===== config.mk =====
export PLATFORM = sky130hd
export DESIGN_NAME = slot_spin_ctrl_flat
export DESIGN_NICKNAME = d
export VERILOG_FILES = /design/src/rtl/slot_spin_ctrl_if.sv /design/src/rtl/slot_spin_ctrl.sv /design/src/flat_wrapper.sv
export SDC_FILE = /design/constraint.sdc
export NUM_CORES = 1
export LEC_CHECK = 0
export CAP_MARGIN = 40
export CORE_ASPECT_RATIO = 0.75
export CORE_UTILIZATION = 48
export DETAILED_ROUTE_END_ITERATION = 10
export GPL_ROUTABILITY_DRIVEN = 0
export PLACE_DENSITY = 0.85
export SLEW_MARGIN = 25
export SYNTH_ARGS = -nofsm -noshare
export SYNTH_HDL_FRONTEND = slang
export SYNTH_SLANG_ARGS = --single-unit

===== constraint.sdc =====
create_clock -name clk -period 3.3 [get_ports clk]
set_input_delay 0.66 -clock clk [delete_from_list [all_inputs] [get_ports clk]]
set_output_delay 0.66 -clock clk [all_outputs]
set_load 0.02 [all_outputs]

===== src/rtl/slot_spin_ctrl_if.sv =====
// ---------------------------------------------------------------------------
// slot_spin_if
// Bundles the signals between the slot spin controller, the player start
// input, the shared LFSR and the display/payout logic.
//
//   start        : spin request from the player (level)
//   lfsr_in      : current value of the free-running LFSR
//   lfsr_enable  : enable for the LFSR, owned by the controller
//   busy         : spin in progress
//   reel0..reel2 : captured reel symbols
//   reel_stopped : bit i set once reel i has been captured this spin
//   done         : one-cycle pulse when the last reel is captured
//   win          : all three reels equal in the last completed spin
//
// modport slave  : the controller side
// modport master : the environment side (player input, LFSR, display)
// ---------------------------------------------------------------------------
interface slot_spin_if #(
    parameter int LFSR_LENGTH = 10,
    parameter int SYM_W       = 3
);
    logic                   start;
    logic [LFSR_LENGTH-1:0] lfsr_in;
    logic                   lfsr_enable;
    logic                   busy;
    logic [SYM_W-1:0]       reel0;
    logic [SYM_W-1:0]       reel1;
    logic [SYM_W-1:0]       reel2;
    logic [2:0]             reel_stopped;
    logic                   done;
    logic                   win;

    modport slave (
        input  start, lfsr_in,
        output lfsr_enable, busy, reel0, reel1, reel2, reel_stopped, done, win
    );

    modport master (
        output start, lfsr_in,
        input  lfsr_enable, busy, reel0, reel1, reel2, reel_stopped, done, win
    );
endinterface


===== src/rtl/slot_spin_ctrl.sv =====
// ---------------------------------------------------------------------------
// slot_spin_ctrl
// Sequences one spin of a three-reel slot machine. On an accepted start the
// controller enables the shared LFSR, waits SPIN_CYCLES, then stops reels
// 0, 1 and 2 at STOP_GAP intervals. At each stop it samples the low SYM_W bits
// of the LFSR as that reel's symbol. After the last reel it pulses done and
// reports whether all three symbols match.
//
// Ports:
//   clk    : system clock, rising edge
//   reset  : asynchronous active-low reset
//   bus    : slot_spin_if.slave (start, lfsr_in in; lfsr_enable, busy,
//            reel0..2, reel_stopped, done, win out)
//
// Every output is registered except lfsr_enable, which is decoded from the
// state register so the LFSR is frozen exactly while the FSM is idle.
// ---------------------------------------------------------------------------
module slot_spin_ctrl #(
    parameter int LFSR_LENGTH = 10,
    parameter int SYM_W       = 3,
    parameter int SPIN_CYCLES = 16,
    parameter int STOP_GAP    = 8
) (
    input  logic          clk,
    input  logic          reset,
    slot_spin_if.slave    bus
);

    localparam int MAX_CNT = (SPIN_CYCLES > STOP_GAP) ? SPIN_CYCLES : STOP_GAP;
    // A single-cycle interval still needs a one-bit counter to exist.
    localparam int CNT_W   = (MAX_CNT > 1) ? $clog2(MAX_CNT) : 1;

    localparam logic [CNT_W-1:0] SPIN_LAST = CNT_W'(SPIN_CYCLES - 1);
    localparam logic [CNT_W-1:0] GAP_LAST  = CNT_W'(STOP_GAP - 1);
    localparam logic [CNT_W-1:0] CNT_ONE   = CNT_W'(1);

    typedef enum logic [1:0] {
        IDLE = 2'd0,
        SPIN = 2'd1,
        GAP1 = 2'd2,
        GAP2 = 2'd3
    } state_t;

    state_t           state_r;
    state_t           state_s;
    logic [CNT_W-1:0] cnt_r;
    logic [CNT_W-1:0] cnt_s;

    logic             accept_s;
    logic             cap0_s;
    logic             cap1_s;
    logic             cap2_s;
    logic [SYM_W-1:0] sym_s;

    logic             busy_r;
    logic [SYM_W-1:0] reel0_r;
    logic [SYM_W-1:0] reel1_r;
    logic [SYM_W-1:0] reel2_r;
    logic [2:0]       reel_stopped_r;
    logic             done_r;
    logic             win_r;

    assign sym_s = bus.lfsr_in[SYM_W-1:0];

    // Upper LFSR bits are not part of a symbol; fold them so they are consumed.
    generate
        if (LFSR_LENGTH > SYM_W) begin : g_unused_bits
            logic unused_lfsr_bits_s;
            assign unused_lfsr_bits_s = ^bus.lfsr_in[LFSR_LENGTH-1:SYM_W];
        end
    endgenerate

    // State and interval counter registers.
    always_ff @(posedge clk or negedge reset) begin
        if (!reset) begin
            state_r <= IDLE;
            cnt_r   <= '0;
        end else begin
            state_r <= state_s;
            cnt_r   <= cnt_s;
        end
    end

    // Next-state decode, counter update and capture strobes.
    always_comb begin
        state_s  = state_r;
        cnt_s    = cnt_r + CNT_ONE;
        accept_s = 1'b0;
        cap0_s   = 1'b0;
        cap1_s   = 1'b0;
        cap2_s   = 1'b0;
        case (state_r)
            IDLE: begin
                cnt_s = '0;
                if (bus.start) begin
                    accept_s = 1'b1;
                    state_s  = SPIN;
                end else begin
                    state_s  = IDLE;
                end
            end
            SPIN: begin
                if (cnt_r == SPIN_LAST) begin
                    cap0_s  = 1'b1;
                    state_s = GAP1;
                    cnt_s   = '0;
                end else begin
                    state_s = SPIN;
                end
            end
            GAP1: begin
                if (cnt_r == GAP_LAST) begin
                    cap1_s  = 1'b1;
                    state_s = GAP2;
                    cnt_s   = '0;
                end else begin
                    state_s = GAP1;
                end
            end
            GAP2: begin
                if (cnt_r == GAP_LAST) begin
                    cap2_s  = 1'b1;
                    state_s = IDLE;
                    cnt_s   = '0;
                end else begin
                    state_s = GAP2;
                end
            end
            default: begin
                state_s = IDLE;
                cnt_s   = '0;
            end
        endcase
    end

    // Registered outputs: spin status, reel captures, done pulse and win flag.
    always_ff @(posedge clk or negedge reset) begin
        if (!reset) begin
            busy_r         <= 1'b0;
            reel0_r        <= '0;
            reel1_r        <= '0;
            reel2_r        <= '0;
            reel_stopped_r <= 3'b000;
            done_r         <= 1'b0;
            win_r          <= 1'b0;
        end else begin
            done_r <= cap2_s;
            if (accept_s) begin
                busy_r         <= 1'b1;
                reel_stopped_r <= 3'b000;
                win_r          <= 1'b0;
            end
            if (cap0_s) begin
                reel0_r           <= sym_s;
                reel_stopped_r[0] <= 1'b1;
            end
            if (cap1_s) begin
                reel1_r           <= sym_s;
                reel_stopped_r[1] <= 1'b1;
            end
            if (cap2_s) begin
                reel2_r           <= sym_s;
                reel_stopped_r[2] <= 1'b1;
                busy_r            <= 1'b0;
                // Compare against the symbol being captured now, not reel2_r.
                win_r             <= (reel0_r == reel1_r) && (reel1_r == sym_s);
            end
        end
    end

    assign bus.lfsr_enable  = (state_r != IDLE);
    assign bus.busy         = busy_r;
    assign bus.reel0        = reel0_r;
    assign bus.reel1        = reel1_r;
    assign bus.reel2        = reel2_r;
    assign bus.reel_stopped = reel_stopped_r;
    assign bus.done         = done_r;
    assign bus.win          = win_r;

endmodule

===== src/flat_wrapper.sv =====
// flat-port wrapper written by rule: the top's interface ports become plain ports
module slot_spin_ctrl_flat 
#(
    parameter int LFSR_LENGTH = 10,
    parameter int SYM_W       = 3,
    parameter int SPIN_CYCLES = 16,
    parameter int STOP_GAP    = 8
)
  (clk, reset, bus_start, bus_lfsr_in, bus_lfsr_enable, bus_busy, bus_reel0, bus_reel1, bus_reel2, bus_reel_stopped, bus_done, bus_win);
  slot_spin_if #(.LFSR_LENGTH(LFSR_LENGTH), .SYM_W(SYM_W)) bus_i ();
  input  logic clk;
  input  logic reset;
  input wire logic [$bits(bus_i.start)-1:0] bus_start;
  input wire logic [$bits(bus_i.lfsr_in)-1:0] bus_lfsr_in;
  output wire logic [$bits(bus_i.lfsr_enable)-1:0] bus_lfsr_enable;
  output wire logic [$bits(bus_i.busy)-1:0] bus_busy;
  output wire logic [$bits(bus_i.reel0)-1:0] bus_reel0;
  output wire logic [$bits(bus_i.reel1)-1:0] bus_reel1;
  output wire logic [$bits(bus_i.reel2)-1:0] bus_reel2;
  output wire logic [$bits(bus_i.reel_stopped)-1:0] bus_reel_stopped;
  output wire logic [$bits(bus_i.done)-1:0] bus_done;
  output wire logic [$bits(bus_i.win)-1:0] bus_win;
  assign bus_i.start = bus_start;
  assign bus_i.lfsr_in = bus_lfsr_in;
  assign bus_lfsr_enable = bus_i.lfsr_enable;
  assign bus_busy = bus_i.busy;
  assign bus_reel0 = bus_i.reel0;
  assign bus_reel1 = bus_i.reel1;
  assign bus_reel2 = bus_i.reel2;
  assign bus_reel_stopped = bus_i.reel_stopped;
  assign bus_done = bus_i.done;
  assign bus_win = bus_i.win;
  slot_spin_ctrl #(.LFSR_LENGTH(LFSR_LENGTH), .SYM_W(SYM_W), .SPIN_CYCLES(SPIN_CYCLES), .STOP_GAP(STOP_GAP)) u_core (.clk(clk), .reset(reset), .bus(bus_i));
endmodule

# Word-level counts from Yosys, hierarchy flattened

Cells that the tools add are included.

Reductions and logical operators: 7
Add/sub/neg operators: 1
Mux-type cells: 23
Equal/unequal tests: 7

Operator list:

| operator                                             | number |
|---|---|
| two-way mux 1 bit                                    | 16 |
| one-hot mux 4 bit (3 select lines)                   | 1 |
| two-way mux 4 bit                                    | 2 |
| one-hot mux 2 bit (4 select lines)                   | 1 |
| nonzero test 2 bit                                   | 4 |
| equality test 3 bit                                  | 2 |
| adder 4 x 1 -> 4 bit (second input constant)         | 1 |
| equality test 2 bit (second input constant)          | 2 |
| equality test 4 x 3 -> 1 bit (second input constant) | 1 |
| equality test 4 bit (second input constant)          | 1 |
| two-way mux 2 bit                                    | 2 |
| two-way mux 3 bit                                    | 1 |
| equality test 2 x 1 -> 1 bit (second input constant) | 1 |
| logical NOT 2 bit                                    | 1 |
| OR reduction 2 bit                                   | 1 |
| logical AND 1 bit                                    | 1 |

Input port bits: 13
Register bits after elaboration: 21
Output and inout bits: 16
Word-level logic and storage cells: 49

# Longest topological paths before layout

Gate-level depths: netlist (run 1).

Depth after elaboration: 4
Gate-level depth with buffers: 4
Gate-level depth less buffers: 4

# Worst setup path after synthesis (run 1)

Ideal clock, no wire load.

Path type: register -> output
Start: register u_core.state_r[0]
End: output port bus_lfsr_enable
Arrival: 938 ps
Slack: 1702 ps
Cell stages (with the launch flop): 3
Path buffers: 0
Required time: 2640 ps
Cells stage by stage: dfrtp_1 nor2_1 inv_1

Longest elaborated chain between the ends: 1

Ends and longest elaborated chain:

| what                     | RTL line              | RTL |
|---|---|---|
| start: declaration       | slot_spin_ctrl.sv:44  | `state_t state_r;` |
| start signal: assignment | slot_spin_ctrl.sv:79  | `state_r <= state_s;` |
| nonzero test 2 bit       | slot_spin_ctrl.sv:171 | `assign bus.lfsr_enable = (state_r != IDLE);` |
| end: declaration         | flat_wrapper.sv:15    | `output wire logic [$bits(bus_i.lfsr_enable)-1:0] bus_lfsr_enable;` |

Every way passes these cells.

# Final worst setup path (run 1)

Same ends and word-level chain as after synthesis.

==> results_dict.tcl, run 1 <==
set metrics [dict create \
    cts-hold-fix-buffers 0 \
    rrSetupSlack_ps 1730 \
    cts_tree "done" \
    nFillCells 137 \
    rows 13 \
    peakVddDrop_uv 683.8 \
    grt_max_degree 14 \
    final_util 0.6810 \
    rsz0062_at_grt "no" \
    yosysWarningCount 0 \
    syn_nets 87 \
    grt_pass1_wl_um 2711 \
    num-nets-final 115 \
    finalCriticalPeriod_ps 2380 \
    crit_path_max_incr_delay_ps 590 \
    wire_per_inst_um 14.20 \
    antenna_found_initial 0 \
    relSlewSlack 0.6995 \
    drc 0 \
    cts_htree_levels 1 \
    drt_wl_total_um 1733 \
    initial_utilization 0.5187 \
    seq_area_frac_synth 0.5714 \
    placed_cell_area_sq_mm 0.001180 \
    ant_nets 0 \
    portBuffers 21 \
    tightest_slew_ps 449.4 \
    top_layer "met4" \
    cts_buffers 3 \
    status "finished, final reports clean" \
    worst-setup-path-type "reg2out" \
    post_cts_buffers 0 \
    multi_input_comb_area_sq_um 386.6 \
    cp_max_fo 8 \
    vias_per_cell 5.311 \
    reg2reg_from "u_core.cnt_r[0]$_DFF_PN0_" \
    design_area_sq_mm 0.001207 \
    globalRouteTotalUtil 0.2000 \
    crit_path_top_delay_cell "clkdlybuf4s50_1" \
    end_kind "primary output" \
    required_ps 2640 \
    rr_endpoint "u_core.bus.reel1[2]$_DFFE_PN0P_" \
    hold_violations 0 \
    syn_area_sq_um 919.6 \
    min_from "u_core.cnt_r[0]$_DFF_PN0_" \
    ys_ff_latch 21 \
    hp-class "reg2reg" \
    power_mw 1.032 \
    met2_length_um 809 \
    drv_cap 0 \
    coreArea_sq_mm 0.001773 \
    yosysUniqueCellTypes 26 \
    overflow 0 \
    seq_area_sq_um 525.5 \
    hold_path_end "u_core.cnt_r[0]$_DFF_PN0_" \
    final_cells 122 \
    dp_hpwl_um 1243 \
    arrival_ps 1720 \
    p_per_area_mw_per_mm2 854.6 \
    fin_worst_skew_ps 2.942 \
    met3_length_um 107 \
    pin_count 29 \
    cts_resized 0 \
    worstPathCellList "nor2_1 > buf_4 > inv_1 > clkdlybuf4s50_1" \
    clk_latency_ps 310 \
    clock-sinks 21 \
    dp.cells 118 \
    slew_violations 0 \
    wl_met1_um 787 \
    drt_iter0_markers 12 \
    synthCells 73 \
    min_period_over_period 0.7211 \
    cts-root-buf "clkbuf_4" \
    vias 648 \
    p_leak_nw 0.5139 \
    ff2ff_path_depth 4 \
    max_freq_mhz 420.2 \
    drive_gt1_frac 0.2300 \
    clk_path_buf_depth 2 \
    antenna_cells_inserted 0 \
    setup_viol 0 \
    tns_ps 0 \
    grt_pass1_vias 573 \
    syn_avg_cell_area_sq_um 12.60 \
    hold_depth 1 \
    area_growth_pct 31.29 \
    startpoint_type "register" \
    die_w_um 52.54 \
    die_h_um 39.91 \
    dieArea_sq_mm 0.002097 \
    dr.pass1.iters 4 \
    path_clk_slew_ps 120 \
]
logic make-up (layout without fill, tap and decap cells):
family	after synthesis	after routing	synth area share
muxes	11	11	0.1347
AOI/OAI and AO/OA	12	12	0.08980
xor gates and xnor gates	2	2	0.01905
buffers and inverters	2	29	0.008166
DFF	21	21	0.5714
adders and majority gates	1	1	0.01360
and+or+nand+nor	24	24	0.1633
how the worst max path moves through the flow:
stage,startpoint,endpoint,cells past startpoint
6_report,u_core.state_r[0]$_DFF_PN0_,bus_lfsr_enable,4
5_1_grt,u_core.state_r[0]$_DFF_PN0_,bus_lfsr_enable,4
4_1_cts,u_core.state_r[0]$_DFF_PN0_,bus_lfsr_enable,4
3_5_place_dp,bus_lfsr_in[1],u_core.bus.win$_DFFE_PN0P_,4
3_3_place_gp,bus_lfsr_in[1],u_core.bus.win$_DFFE_PN0P_,4
2_1_floorplan,u_core.state_r[0]$_DFF_PN0_,bus_lfsr_enable,2
synth_stat cells:
library cell / instances / area [sq um]
xor2_1: 1 / 8.760
nand2b_2: 1 / 8.760
nor2b_1: 1 / 6.260
o21ai_0: 2 / 10.01
nor3_4: 1 / 16.27
nor2_4: 1 / 11.26
nor2_2: 1 / 6.260
a222oi_1: 1 / 10.01
dfrtp_1: 21 / 525.5
mux2_2: 11 / 123.9
a21o_1: 3 / 22.52
nand2_1: 3 / 11.26
nand3_2: 1 / 10.01
ha_1: 1 / 12.51
a211oi_1: 1 / 7.510
a21boi_0: 1 / 7.510
or2_2: 1 / 6.260
nor2_1: 3 / 11.26
xnor2_1: 1 / 8.760
a221o_1: 1 / 10.01
nand3_1: 4 / 20.02
nand2b_1: 3 / 18.77
a21oi_1: 3 / 15.01
inv_1: 2 / 7.510
or3_1: 3 / 18.77
nor3_1: 1 / 5.000
final cells by class:
type / count / area share
clock inverters: 1 / 0.004145
flip-flops and latches: 21 / 0.4352
multi-input cells: 50 / 0.3202
clock buffers: 3 / 0.01865
repair buffers: 23 / 0.1927
well taps: 22 / 0.02280
inverters: 2 / 0.006218
flip-flops by register name, indices dropped and copies added (netlist names):
register                 flops
u_core.bus.reel0             3
u_core.bus.reel1             3
u_core.bus.busy              1
u_core.state_r               2
u_core.cnt_r                 4
u_core.bus.win               1
u_core.bus.reel_stopped      3
u_core.bus.reel2             3
u_core.bus.done              1
cells in the final DEF, fill, tap and decap left out, drive strengths merged:
| cell | synthesis | layout |
|---|---|---|
| or3 | 3 | 3 |
| nand2b | 4 | 4 |
| clkbuf | 0 | 3 |
| a21o | 3 | 3 |
| clkinv | 0 | 1 |
| clkdlybuf4s50 | 0 | 21 |
| dfrtp | 21 | 21 |
| xnor2 | 1 | 1 |
| a21boi | 1 | 1 |
| a222oi | 1 | 1 |
| a221o | 1 | 1 |
| mux2 | 11 | 11 |
| nor2b | 1 | 1 |
| buf | 0 | 2 |
| nand3 | 5 | 5 |
| inv | 2 | 2 |
| a21oi | 3 | 3 |
| nor3 | 2 | 2 |
| nor2 | 5 | 5 |
| xor2 | 1 | 1 |
| o21ai | 2 | 2 |
| ha | 1 | 1 |
| a211oi | 1 | 1 |
| or2 | 1 | 1 |
| nand2 | 3 | 3 |
routing by layer:
layer	vias to the layer above	GRT usage
met2	21	0.2911
li1	318	-
met5	-	0
met1	304	0.2663
met3	5	0.08140
met4	0	0.07895
per-stage QoR:
stage / hold slack, ps / setup WS (ps)
floorplan: 364.4 / 1702
global placement: 458.8 / 1255
detailed placement: 463.4 / 1226
CTS: 482.1 / 907.5
finish: 477.7 / 920.4
global route: 506.5 / 815.0
critical path, delay by kind of cell, from the launching register on:
family        cells  cell delay, ps
buf+inv           3             810
flops             1             530
simple gates      1              70
report_power, final:
group / internal (mW) / switching (mW) / leakage, nW / total, mW
combinational: 0.241 / 0.222 / 0.245 / 0.462
sequential: 0.353 / 0.0912 / 0.252 / 0.444
clock: 0.0454 / 0.0804 / 0.0177 / 0.126
(Power assumes the default switching activity.)
==> run 2, diff against run 1 <==
--- a/config.mk
+++ b/config.mk
@@ -7,10 +7,10 @@
 export LEC_CHECK = 0
 export CAP_MARGIN = 40
 export CORE_ASPECT_RATIO = 0.75
-export CORE_UTILIZATION = 48
+export CORE_UTILIZATION = 40
 export DETAILED_ROUTE_END_ITERATION = 10
 export GPL_ROUTABILITY_DRIVEN = 0
-export PLACE_DENSITY = 0.85
+export PLACE_DENSITY = 0.76
 export SLEW_MARGIN = 25
 export SYNTH_ARGS = -nofsm -noshare
 export SYNTH_HDL_FRONTEND = slang
==> constraint.sdc (replaced) <==
create_clock -name clk -period 2 [get_ports clk]
set_input_delay 0.4 -clock clk [delete_from_list [all_inputs] [get_ports clk]]
set_output_delay 0.4 -clock clk [all_outputs]
set_load 0.02 [all_outputs]
==> run 2 against run 1 <==
  * The flow now finishes with violations (DRC)
  * Routed wire length increased by 13%
  * Largest power group unchanged
  * Critical endpoint unchanged
  * Via count increased by 2.5%
  * Largest cell class unchanged
  * Critical path type unchanged
  * Global-route usage decreased by 2.2 points
  * Non-clock buffer count increased by 1
==> results_dict.tcl, run 2 (synthesis gave the netlist of run 1 again) <==
set metrics [dict create \
    status "finished with violations" \
    worstPathCellList "nor2_2 > inv_1 > clkdlybuf4s50_1" \
    hold_violations 0 \
    hp-class "in2async" \
    grt_pass1_wl_um 3208 \
    required_ps 1600 \
    busiest_layer "met2" \
    violations "DRC" \
    num-nets-final 116 \
    power_mw 1.742 \
    grt_pass1_vias 658 \
    clk_path_buf_depth 2 \
    worst-setup-path-type "reg2out" \
    path_clk_slew_ps 120 \
    cp_max_fo 6 \
    rsz0062_at_grt "no" \
    slew_violations 0 \
    end_kind "primary output" \
    grtUsageMet3 0.07761 \
    relSlewSlack 0.7946 \
    pin_count 29 \
    ant_nets 0 \
    globalRouteTotalUtil 0.1777 \
    area_growth_pct 31.97 \
    final_common_cell "clkdlybuf4s50_1" \
    setup_viol 0 \
    crit_path_max_incr_delay_ps 530 \
    tns_ps 0 \
    final_cells 125 \
    cts_buffers 3 \
    min_period_over_period 0.9600 \
    clk_latency_ps 310 \
    dr.pass1.iters 7 \
    dp.cells 121 \
    die_h_um 43.53 \
    crit_path_top_delay_cell "clkdlybuf4s50_1" \
    portBuffers 21 \
    p_per_area_mw_per_mm2 1436 \
    coreArea_sq_mm 0.002085 \
    clock-sinks 21 \
    tightest_slew_ps 308.1 \
    fin_ws_ps 80.05 \
    met2_usage 0.2767 \
    antenna_found_initial 0 \
    finalCriticalPeriod_ps 1920 \
    final_cell_mix "21 x clkdlybuf4s50_1, 20 x dfrtp_1, 11 x mux2_2, 4 x nand3_1" \
    wire_per_inst_um 15.61 \
    fin_worst_skew_ps 2.444 \
    vias_per_cell 5.312 \
    dieArea_sq_mm 0.002497 \
    overflow 0 \
    drt_wl_total_um 1951 \
    dp_hpwl_um 1341 \
    drive_gt1_frac 0.2574 \
    place_worst_setup_slack_ps 142.9 \
    vias 664 \
    cts-root-buf "clkbuf_4" \
    peakVddDrop_uv 732.5 \
    cts_tree "done" \
    grt_max_degree 22 \
    largest_register "u_core.cnt_r" \
    drc 1 \
    cts_htree_levels 1 \
    initial_utilization 0.4412 \
    max_freq_mhz 520.8 \
    die_w_um 57.37 \
    largest_reg_flops 4 \
    drt_iter0_markers 14 \
    use_met1 0.2363 \
    startpoint_type "register" \
    antenna_cells_inserted 0 \
    rows 14 \
    arrival_ps 1520 \
    drv_cap 0 \
    post_cts_buffers 0 \
    p_leak_nw 0.5138 \
]
==> run 2: changes by cell type in the layout (fill, tap and decap cells not counted), sizes merged <==
cell  delta
buf      +1
==> run 2: final timing paths <==
| path | start | end | slack (ps) | depth (start not counted) |
|---|---|---|---|---|
| setup / recovery | u_core.state_r[1]$_DFF_PN0_ | bus_lfsr_enable | 80 | 3 |
| hold / removal | reset | u_core.bus.reel2[0]$_DFFE_PN0P_ | 410 | 2 |
| setup reg to reg | u_core.cnt_r[0]$_DFF_PN0_ | u_core.bus.reel1[1]$_DFFE_PN0P_ | 400 | 4 |
| hold reg to reg | u_core.cnt_r[0]$_DFF_PN0_ | u_core.cnt_r[0]$_DFF_PN0_ | 480 | 1 |
| max in group asynchronous | reset | u_core.state_r[1]$_DFF_PN0_ | 1350 | 2 |
| min in group clk | u_core.cnt_r[0]$_DFF_PN0_ | u_core.cnt_r[0]$_DFF_PN0_ | 480 | 1 |
==> run 2: final cells by class <==
type	instances	area, sq um
clock buffer	3	22.52
inverter	2	7.507
multi-input combinational	50	389.1
timing repair buffer	24	232.7
sequential	21	526.8
fill	188	870.8
tap	24	30.03
clock inverter	1	5.005
==> run 2: metal layers <==
layer	vias to the layer above	routed length [um]
met1	326	918
met4	0	0
li1	318	-
met3	0	120
met2	20	913
met5	-	0
==> run 2: what timing repair did <==
action                                  4_1_cts  5_1_grt
endpoints found under the setup margin        0        1
hold buffers                                  0        0
gates resized for setup                       0        2
==> run 2: worst max-delay path: cells and delay by family (launching register included) <==
kind,cells,cell delay [ps]
buffers and inverters,2,580
DFF,1,470
and+or+nand+nor,1,160
==> run 2: stage by stage <==
step                      hold WS [ps]  area (sq um)    util
after global routing             423.9          1214  0.5822
after global placement           461.7          1182  0.5672
after floorplan                  104.4         919.6       -
after detailed placement         460.9          1182  0.5672
after CTS                        414.7          1210  0.5804
final                            411.6          1214  0.5822
==> run 2: where the power goes <==
part	switching, mW	leakage [nW]	internal (mW)	total, mW
registers	0.142	0.250	0.584	0.726
clock network	0.136	0.0177	0.0748	0.211
logic	0.398	0.246	0.408	0.806
total	0.675	0.514	1.07	1.74
